<file path="config.mk">
export PLATFORM = sky130hd
export DESIGN_NAME = dist_sorter
export DESIGN_NICKNAME = d
export VERILOG_FILES = /design/src/rtl/dist_pkg.sv /design/src/rtl/dist_cmp_swap.sv /design/src/rtl/dist_sorter.sv
export SDC_FILE = /design/constraint.sdc
export NUM_CORES = 1
export LEC_CHECK = 0
export BUFFER_PORTS_ARGS = -buffer_cell sky130_fd_sc_hd__buf_2
export CAP_MARGIN = 5
export CORE_AREA = 10 10 135 137
export CTS_CLUSTER_SIZE = 20
export DETAILED_ROUTE_END_ITERATION = 10
export DIE_AREA = 0 0 145 147
export GPL_ROUTABILITY_DRIVEN = 1
export PLACE_DENSITY = 0.86
export SLEW_MARGIN = 25
export SYNTH_ARGS = -nofsm -noshare
export SYNTH_HDL_FRONTEND = slang
export SYNTH_HIERARCHICAL = 1
export SYNTH_SLANG_ARGS = --single-unit
</file>
<file path="constraint.sdc">
create_clock -name clk -period 4.4 [get_ports clk]
set_input_delay 0.88 -clock clk [delete_from_list [all_inputs] [get_ports clk]]
set_output_delay 0.88 -clock clk [all_outputs]
set_load 0.05 [all_outputs]
</file>
<file path="src/rtl/dist_pkg.sv">
// Shared definitions for the distance sorter: candidate count, default
// widths and the FSM state type.
package dist_pkg;

    localparam int NUM_CAND      = 4;
    localparam int DEF_WIDTH     = 16;
    localparam int DEF_IDX_WIDTH = 2;

    // Legacy state encodings, kept so existing decoders still match.
    localparam logic [1:0] ST_IDLE = 2'd0;
    localparam logic [1:0] ST_SORT = 2'd1;
    localparam logic [1:0] ST_DONE = 2'd2;

    typedef enum logic [1:0] {
        IDLE = ST_IDLE,
        SORT = ST_SORT,
        DONE = ST_DONE
    } state_t;

endpackage

</file>
<file path="src/rtl/dist_cmp_swap.sv">
// Combinational compare-exchange cell.
// Ports:
//   distA/idxA  upper-slot entry (should end up as the smaller)
//   distB/idxB  lower-slot entry
//   loDist/loIdx, hiDist/hiIdx  ordered pair, lo <= hi
// Swaps only when distB < distA, so equal distances keep their order.
module dist_cmp_swap #(
    parameter int WIDTH     = 16,
    parameter int IDX_WIDTH = 2
) (
    input  logic [WIDTH-1:0]     distA,
    input  logic [IDX_WIDTH-1:0] idxA,
    input  logic [WIDTH-1:0]     distB,
    input  logic [IDX_WIDTH-1:0] idxB,
    output logic [WIDTH-1:0]     loDist,
    output logic [IDX_WIDTH-1:0] loIdx,
    output logic [WIDTH-1:0]     hiDist,
    output logic [IDX_WIDTH-1:0] hiIdx
);

    logic swap;

    assign swap   = (distB < distA);
    assign loDist = swap ? distB : distA;
    assign loIdx  = swap ? idxB  : idxA;
    assign hiDist = swap ? distA : distB;
    assign hiIdx  = swap ? idxA  : idxB;

endmodule

</file>
<file path="src/rtl/dist_sorter.sv">
// Four-candidate distance sorter using a sequential odd-even transposition
// network (one phase per cycle, four phases).
// Ports:
//   clk, rst (async, active-low)
//   inaDist..indDist, inValid, inReady   input set handshake
//   out0Dist..out3Dist, out0Idx..out3Idx sorted result (out0 = minimum)
//   outValid, outReady                   result handshake
module dist_sorter
    import dist_pkg::*;
#(
    parameter int WIDTH     = DEF_WIDTH,
    parameter int IDX_WIDTH = DEF_IDX_WIDTH
) (
    input  logic                 clk,
    input  logic                 rst,
    input  logic [WIDTH-1:0]     inaDist,
    input  logic [WIDTH-1:0]     inbDist,
    input  logic [WIDTH-1:0]     incDist,
    input  logic [WIDTH-1:0]     indDist,
    input  logic                 inValid,
    output logic                 inReady,
    output logic [WIDTH-1:0]     out0Dist,
    output logic [WIDTH-1:0]     out1Dist,
    output logic [WIDTH-1:0]     out2Dist,
    output logic [WIDTH-1:0]     out3Dist,
    output logic [IDX_WIDTH-1:0] out0Idx,
    output logic [IDX_WIDTH-1:0] out1Idx,
    output logic [IDX_WIDTH-1:0] out2Idx,
    output logic [IDX_WIDTH-1:0] out3Idx,
    output logic                 outValid,
    input  logic                 outReady
);

    state_t               state;
    logic [1:0]           phase;
    logic [WIDTH-1:0]     wDist [NUM_CAND];
    logic [IDX_WIDTH-1:0] wIdx  [NUM_CAND];
    logic [WIDTH-1:0]     nDist [NUM_CAND];
    logic [IDX_WIDTH-1:0] nIdx  [NUM_CAND];
    logic [WIDTH-1:0]     oDist [NUM_CAND];
    logic [IDX_WIDTH-1:0] oIdx  [NUM_CAND];

    logic [WIDTH-1:0]     c0ADist, c0BDist, c0LoDist, c0HiDist;
    logic [IDX_WIDTH-1:0] c0AIdx,  c0BIdx,  c0LoIdx,  c0HiIdx;
    logic [WIDTH-1:0]     c1LoDist, c1HiDist;
    logic [IDX_WIDTH-1:0] c1LoIdx,  c1HiIdx;

    // Cell 0 is shared: pair (0,1) on even phases, pair (1,2) on odd phases.
    assign c0ADist = phase[0] ? wDist[1] : wDist[0];
    assign c0AIdx  = phase[0] ? wIdx[1]  : wIdx[0];
    assign c0BDist = phase[0] ? wDist[2] : wDist[1];
    assign c0BIdx  = phase[0] ? wIdx[2]  : wIdx[1];

    dist_cmp_swap #(.WIDTH(WIDTH), .IDX_WIDTH(IDX_WIDTH)) uCmp0 (
        .distA (c0ADist), .idxA (c0AIdx),
        .distB (c0BDist), .idxB (c0BIdx),
        .loDist(c0LoDist), .loIdx(c0LoIdx),
        .hiDist(c0HiDist), .hiIdx(c0HiIdx)
    );

    // Cell 1 always looks at pair (2,3); its result is used on even phases only.
    dist_cmp_swap #(.WIDTH(WIDTH), .IDX_WIDTH(IDX_WIDTH)) uCmp1 (
        .distA (wDist[2]), .idxA (wIdx[2]),
        .distB (wDist[3]), .idxB (wIdx[3]),
        .loDist(c1LoDist), .loIdx(c1LoIdx),
        .hiDist(c1HiDist), .hiIdx(c1HiIdx)
    );

    always_comb begin
        nDist = wDist;
        nIdx  = wIdx;
        if (!phase[0]) begin
            nDist[0] = c0LoDist; nIdx[0] = c0LoIdx;
            nDist[1] = c0HiDist; nIdx[1] = c0HiIdx;
            nDist[2] = c1LoDist; nIdx[2] = c1LoIdx;
            nDist[3] = c1HiDist; nIdx[3] = c1HiIdx;
        end else begin
            nDist[1] = c0LoDist; nIdx[1] = c0LoIdx;
            nDist[2] = c0HiDist; nIdx[2] = c0HiIdx;
        end
    end

    always_ff @(posedge clk or negedge rst) begin
        if (!rst) begin
            state <= IDLE;
            phase <= '0;
            for (int unsigned i = 0; i < NUM_CAND; i++) begin
                wDist[i] <= '0;
                wIdx[i]  <= '0;
                oDist[i] <= '0;
                oIdx[i]  <= '0;
            end
        end else begin
            case (state)
                IDLE: begin
                    if (inValid) begin
                        wDist[0] <= inaDist;
                        wDist[1] <= inbDist;
                        wDist[2] <= incDist;
                        wDist[3] <= indDist;
                        for (int unsigned i = 0; i < NUM_CAND; i++)
                            wIdx[i] <= IDX_WIDTH'(i);
                        phase <= '0;
                        state <= SORT;
                    end
                end
                SORT: begin
                    wDist <= nDist;
                    wIdx  <= nIdx;
                    phase <= phase + 2'd1;
                    if (phase == 2'd3) begin
                        // Capture the result of the final phase directly.
                        oDist <= nDist;
                        oIdx  <= nIdx;
                        state <= DONE;
                    end
                end
                DONE: begin
                    if (outReady)
                        state <= IDLE;
                end
                default: state <= IDLE;
            endcase
        end
    end

    assign inReady  = (state == IDLE);
    assign outValid = (state == DONE);

    assign out0Dist = oDist[0];
    assign out1Dist = oDist[1];
    assign out2Dist = oDist[2];
    assign out3Dist = oDist[3];
    assign out0Idx  = oIdx[0];
    assign out1Idx  = oIdx[1];
    assign out2Idx  = oIdx[2];
    assign out3Idx  = oIdx[3];

endmodule

</file>
==> impl_metrics.env, run 1 <==
export IMPL_synth_cell_types=41
export IMPL_crit_chain="buf_4 > buf_4 > mux2_2 > ha_1 > a21oi_1 > nand2_1 > a31oi_1 > o2111ai_2 > mux2_1 > mux2i_1 > a211oi_1"
export IMPL_ys_top_cells_by_count="dfrtp_1 (148), nand2_1 (106), mux2_2 (100), o21ai_0 (80), mux2i_1 (72)"
export IMPL_die_h_um=147
export IMPL_root_buffer="clkbuf_16"
export IMPL_postCtsResizedCells=0
export IMPL_yosysMostFrequentCell="dfrtp_1"
export IMPL_yosysTopAreaCellShare_pct=42.1
export IMPL_clock_path_buffers=2
export IMPL_port_buffers=141
export IMPL_worst_slack_ps=127
export IMPL_dpl_hpwl_um=18000
export IMPL_ys_seq_elements=148
export IMPL_synth_top_family_by_area="multiplexers"
export IMPL_synth_xor_area_share_pct=0
export IMPL_dr_total_vias=7239
export IMPL_htreeDepth=4
export IMPL_die_w_um=145
export IMPL_grt_pass1_wl_um=41100
export IMPL_dieArea_mm2=0.0213
export IMPL_worstMarginPinSlew_ps=1060
export IMPL_slew_headroom_pct=29.0
export IMPL_start_util_pct=56.4
export IMPL_finClkSkew_ps=7.37
export IMPL_rsz0062_at_grt="yes"
export IMPL_yosysTopAreaCell="dfrtp_1"
export IMPL_fin_nets=1053
export IMPL_worst_r2r_path_depth=11
export IMPL_synth_warnings=6
export IMPL_syn_nets=938
export IMPL_cp_data_required_time_ps=4670
export IMPL_synth_adder_area_share_pct=4.41
export IMPL_worst_ep_arrival_time_ps=4540
export IMPL_cp_depth=11
export IMPL_yosysSeqAreaShare_pct=42.1
export IMPL_wl_per_cell_um=21.9
export IMPL_post_cts_setup_buffers=0
export IMPL_crit_family="multiplexers"
export IMPL_io_pins=142
export IMPL_drive_above_1_share_pct=31.2
export IMPL_syn_area_per_cell_um2=10.5
export IMPL_worstSetupStartpointType="flip-flop"
export IMPL_grt_max_degree=95
export IMPL_synth_edf_count=0
export IMPL_grt_overflow_total=0
export IMPL_ant_nets=0
export IMPL_netlist_area_mm2=0.00879
export IMPL_min_path_cells=2
export IMPL_yosys_most_used_dff="dfrtp_1"
export IMPL_crit_type="flip-flop to flip-flop"
export IMPL_core_area_mm2=0.0156
export IMPL_synthMuxAreaShare_pct=22.0
export IMPL_async_flop_share_pct=100
export IMPL_worstHoldPathType="flip-flop to flip-flop"
export IMPL_drv_slew=0
export IMPL_antenna_cells=0
export IMPL_drtIter0Drc=669
export IMPL_crit_slowest_cell="dfrtp_4"
export IMPL_drc=0
export IMPL_cts_buffers=17
export IMPL_dp_slack_ps=272
export IMPL_track_usage_pct=24.0
export IMPL_cts_tree="done"
export IMPL_detailedRoute_firstPassIterationCount=5
export IMPL_row_count=46
export IMPL_critPathBufInv=2
export IMPL_synth_area_leaders="dfrtp_1 (42%), mux2_2 (13%), mux2i_1 (8.2%), o21ai_0 (4.6%), nand2_1 (4.5%)"
export IMPL_end_kind="flip-flop"
export IMPL_synth_compound_area_share_pct=18.2
export IMPL_cp_slowest_stage_delay_ps=790
export IMPL_finalCritPeriodShare_pct=97.1
export IMPL_hold_buffers=0
export IMPL_clkLatencyLatePin_ps=430
export IMPL_routed_wl_um=25900
export IMPL_synth_simple_area_share_pct=7.47
export IMPL_grt_antenna_before_repair=0
export IMPL_setup_violations=0
export IMPL_final_min_clock_period_ps=4270
export IMPL_path_clk_slew_ps=60
export IMPL_drv_cap=0
export IMPL_fmax_mhz=234
export IMPL_avgViaCountPerCell=6.12
export IMPL_grt_pass1_vias=7449
export IMPL_outcome="complete, no violations"
export IMPL_place_congestion=0.942
export IMPL_worstPathMaxFanout=43
export IMPL_hold_viol=0
export IMPL_clkSinkCount=148
export IMPL_syn_inst=839
export IMPL_area_growth_pct=16.3
export IMPL_cp_common_cell="buf_4"
[cell usage in the layout, fill, tap and decap left out, types with 8 or more instances in the layout]
master / synthesis / final
dfrtp_1: 148 / 147
buf_2: 31 / 140
nand2_1: 106 / 106
mux2_2: 100 / 100
o21ai_0: 80 / 80
mux2i_1: 72 / 72
inv_1: 32 / 32
ha_1: 31 / 31
a22o_1: 30 / 30
o22ai_1: 27 / 27
a2bb2oi_1: 27 / 27
o21a_1: 25 / 25
clkbuf_16: 0 / 17
buf_4: 8 / 17
nor2_1: 15 / 15
a21oi_1: 12 / 11
nor3_1: 9 / 9
a211oi_1: 9 / 9
mux2_1: 8 / 8
[cell type report]
type | count | area [µm²]
fillers | 1210 | 5370
multi-input cells | 596 | 4620
flip-flops and latches | 148 | 3710
repair buffers | 159 | 860
clock buffers | 24 | 502
well taps | 216 | 270
clock inverters | 8 | 145
inverters | 32 | 120
[state kept, by name, indices dropped and copies added, names as in the netlist, 8 cells and up]
signal    flops
out2Dist     16
wIdx          8
wDist        64
out0Dist     16
out1Dist     16
out3Dist     16
[worst min-delay path, delay by kind of cell, from the launching register on]
family / cells / cell delay (ps)
flops: 1 / 340
compound gates: 1 / 50
simple gates: 1 / 40
[cells by family after synthesis]
family / Yosys count
AOI/OAI and AO/OA: 231
adders and majority gates: 31
muxes: 180
buffers and inverters: 96
DFF: 148
and+or+nand+nor: 153
[per-stage QoR]
step | setup TNS [ps] | utilization [%] | hold WS [ps] | cells | cell area, µm²
detailed placement | 0 | 61.3 | 465 | 1150 | 9560
floorplan | 0 | - | 462 | 839 | 8790
global placement | 0 | 61.3 | 455 | 1150 | 9560
global route | -20.5 | 65.5 | 503 | 1183 | 10200
finish | 0 | 65.5 | 469 | 1183 | 10200
CTS | 0 | 65.5 | 479 | 1182 | 10200
[worst paths after layout]
path	from	end	slack, ps
worst max-delay path	phase[0]	wDist[46]	130
worst min-delay path	out3Dist[15]	out3Dist[15]	470
worst max register to register	phase[0]	wDist[46]	130
worst min register to register	out3Dist[15]	out3Dist[15]	470
max in group asynchronous	rst	out1Idx[1]	3040
min in group asynchronous	rst	out3Dist[10]	550
[layer usage]
metal | track usage (%) | vias to the layer above | wire length, µm
met5 | 0 | - | 0
met3 | 7.43 | 71 | 2380
met1 | 29.5 | 3519 | 10600
met4 | 10.6 | 0 | 938
li1 | - | 3304 | -
met2 | 38.1 | 345 | 12000
Power of run 1 is not shown: default switching activity piles up to over one toggle a cycle in this logic, so the estimate is an artifact.
==> run 2: changes to the inputs <==
--- a/config.mk
+++ b/config.mk
@@ -7,14 +7,13 @@
 export LEC_CHECK = 0
 export BUFFER_PORTS_ARGS = -buffer_cell sky130_fd_sc_hd__buf_2
 export CAP_MARGIN = 5
-export CORE_AREA = 10 10 135 137
+export CORE_AREA = 10 10 133 135
 export CTS_CLUSTER_SIZE = 20
 export DETAILED_ROUTE_END_ITERATION = 10
-export DIE_AREA = 0 0 145 147
+export DIE_AREA = 0 0 143 145
 export GPL_ROUTABILITY_DRIVEN = 1
-export PLACE_DENSITY = 0.86
+export PLACE_DENSITY = 0.85
 export SLEW_MARGIN = 25
 export SYNTH_ARGS = -nofsm -noshare
 export SYNTH_HDL_FRONTEND = slang
-export SYNTH_HIERARCHICAL = 1
 export SYNTH_SLANG_ARGS = --single-unit
==> run 2 against run 1 <==
Effect of this change: non-clock buffer count increased by 1; global-route usage is 0.20 points higher; critical path depth shrank 1; critical path type unchanged; highest routed layer unchanged.
==> impl_metrics.env, run 2 <==
export IMPL_clkSinkCount=148
export IMPL_reg2reg_from="phase[0]"
export IMPL_dp_slack_ps=751
export IMPL_routed_wl_um=25300
export IMPL_syn_inst=894
export IMPL_drive_above_1_share_pct=22.6
export IMPL_drv_slew=0
export IMPL_grt_max_degree=87
export IMPL_worstPathMaxFanout=64
export IMPL_grt_overflow_total=0
export IMPL_cp_data_required_time_ps=4730
export IMPL_syn_area_per_cell_um2=9.37
export IMPL_ant_nets=0
export IMPL_worstHoldStart="out3Dist[9]"
export IMPL_async_flop_share_pct=100
export IMPL_track_usage_pct=24.2
export IMPL_crit_type="flip-flop to flip-flop"
export IMPL_drv_cap=0
export IMPL_area_growth_pct=16.0
export IMPL_start_util_pct=55.7
export IMPL_worstHoldPathType="flip-flop to flip-flop"
export IMPL_avgViaCountPerCell=6.51
export IMPL_outcome="complete, no violations"
export IMPL_place_congestion=0.919
export IMPL_postCtsResizedCells=0
export IMPL_synth_warnings=0
export IMPL_fmax_mhz=260
export IMPL_fillers=1233
export IMPL_path_clk_slew_ps=60
export IMPL_synth_edf_count=0
export IMPL_drc=0
export IMPL_ys_top_cells_by_count="dfrtp_1 (148), nand2_1 (91), o21ai_0 (78), mux2i_1 (58), a21oi_1 (55)"
export IMPL_worst_slack_ps=559
export IMPL_root_buffer="clkbuf_16"
export IMPL_dieArea_mm2=0.0207
export IMPL_final_cell_mix="dfrtp_1 (147), buf_2 (140), nand2_1 (90)"
export IMPL_yosysTopAreaCellShare_pct=44.2
export IMPL_rsz0062_at_grt="no"
export IMPL_ys_seq_elements=148
export IMPL_yosysMostFrequentCell="dfrtp_1"
export IMPL_core_area_mm2=0.0150
export IMPL_whs_ps=470
export IMPL_htreeDepth=4
export IMPL_die_h_um=145
export IMPL_grt_pass1_vias=7644
export IMPL_grt_pass1_wl_um=40200
export IMPL_port_buffers=141
export IMPL_worstMarginPinSlew_ps=881
export IMPL_row_count=45
export IMPL_clkLatencyLatePin_ps=440
export IMPL_wl_per_cell_um=21.1
export IMPL_worst_ep_arrival_time_ps=4170
export IMPL_crit_slowest_cell="dfrtp_4"
export IMPL_netlist_area_mm2=0.00838
export IMPL_hold_viol=0
export IMPL_antenna_cells=0
export IMPL_fin_nets=1095
export IMPL_regMostFlops="wDist"
export IMPL_yosys_most_used_dff="dfrtp_1"
export IMPL_io_pins=142
export IMPL_die_w_um=143
export IMPL_cts_buffers=17
export IMPL_largest_register_ff_count=64
export IMPL_crit_chain="buf_4 > nor2b_1 > a21oi_1 > ha_1 > a21oi_1 > o21ai_0 > nand2_1 > o31a_1 > o221ai_1 > o21ai_0"
export IMPL_yosysTopAreaCell="dfrtp_1"
export IMPL_finalCritPeriodShare_pct=87.3
export IMPL_startpoint="phase[0]"
export IMPL_syn_nets=993
export IMPL_finClkSkew_ps=10.2
export IMPL_finalSetupTns_ps=0
export IMPL_yosysSeqAreaShare_pct=44.2
export IMPL_synth_cell_types=57
export IMPL_fin_util_pct=64.6
export IMPL_cts_tree="done"
export IMPL_worstSetupStartpointType="flip-flop"
export IMPL_synth_area_leaders="dfrtp_1 (44%), mux2i_1 (6.9%), o21ai_0 (4.7%), ha_1 (4.6%), nand2_1 (4.1%)"
export IMPL_grt_antenna_before_repair=0
export IMPL_final_min_clock_period_ps=3840
export IMPL_post_cts_setup_buffers=0
export IMPL_clock_path_buffers=2
export IMPL_end_kind="flip-flop"
export IMPL_setup_violations=0
export IMPL_cp_slowest_stage_delay_ps=850
export IMPL_slew_headroom_pct=41.0
export IMPL_detailedRoute_firstPassIterationCount=6
export IMPL_min_path_cells=2
export IMPL_worst_r2r_path_depth=10
export IMPL_dpl_hpwl_um=17900
export IMPL_dr_total_vias=7780
export IMPL_final_common_cell="dfrtp_1"
export IMPL_drtIter0Drc=863
export IMPL_hold_buffers=0
==> run 2: changes by cell type in the layout (fill, tap and decap cells not counted), moves of 14 or more <==
| cell | before | now |
|---|---|---|
| nand2_1 | 106 | 90 |
| nor3_1 | 9 | 31 |
| mux2_2 | 100 | 16 |
| o221ai_1 | 0 | 20 |
| a2bb2oi_1 | 27 | 0 |
| nand3_1 | 4 | 41 |
| mux2i_1 | 72 | 58 |
| nor2b_1 | 2 | 17 |
| a22oi_1 | 1 | 24 |
| o311ai_0 | 0 | 16 |
| a22o_1 | 30 | 3 |
| a21oi_1 | 11 | 55 |
| o21a_1 | 25 | 4 |
| nor2_1 | 15 | 53 |
==> run 2: final cells by class <==
class / instances / area (µm²) / share of cell area [%]
clock inverters: 8 / 51.3 / 0.528
inverters: 28 / 105 / 1.08
clock buffers: 23 / 488 / 5.02
repair buffers: 160 / 867 / 8.92
multi-input cells: 641 / 4260 / 43.9
well taps: 188 / 235 / 2.42
flip-flops and latches: 148 / 3710 / 38.1
==> run 2: stage by stage <==
stage	instance area, µm²	cells
2_1_floorplan	8380	894
3_3_place_gp	9180	1165
3_5_place_dp	9180	1165
4_1_cts	9720	1196
5_1_grt	9720	1196
6_report	9720	1196
==> run 2: worst max-delay path: cells and delay by family (launching register included) <==
kind | cells | cell delay [ps]
compound gates | 6 | 1930
fa+ha+maj | 1 | 310
buf+inv | 1 | 360
flops | 1 | 850
simple gates | 2 | 250
==> run 2: cell families after synthesis <==
group                      synth area share, %
buffers and inverters                     5.52
AOI/OAI and AO/OA                         21.8
DFF                                       44.2
and+or+nand+nor                           14.4
adders and majority gates                 4.63
muxes                                     9.44
==> run 2: per-layer routing <==
metal / routed length, µm / vias up / share of wire, % / GRT usage (%)
met2: 12100 / 437 / 48 / 38.3
met5: 0 / - / 0 / 0
met1: 9730 / 3739 / 38 / 29.3
met4: 1160 / 0 / 4.6 / 11.9
met3: 2310 / 97 / 9.1 / 7.20
li1: - / 3507 / - / -
==> run 2: path summary, 6_finish.rpt <==
check,endpoint,slack [ps]
min in group asynchronous,wDist[40],510
max reg2reg,wDist[18],560
min,out3Dist[9],470
max,wDist[18],560
min reg2reg,out3Dist[9],470
max in group asynchronous,out2Dist[3],2890
Power of run 2 is left out for the same reason.
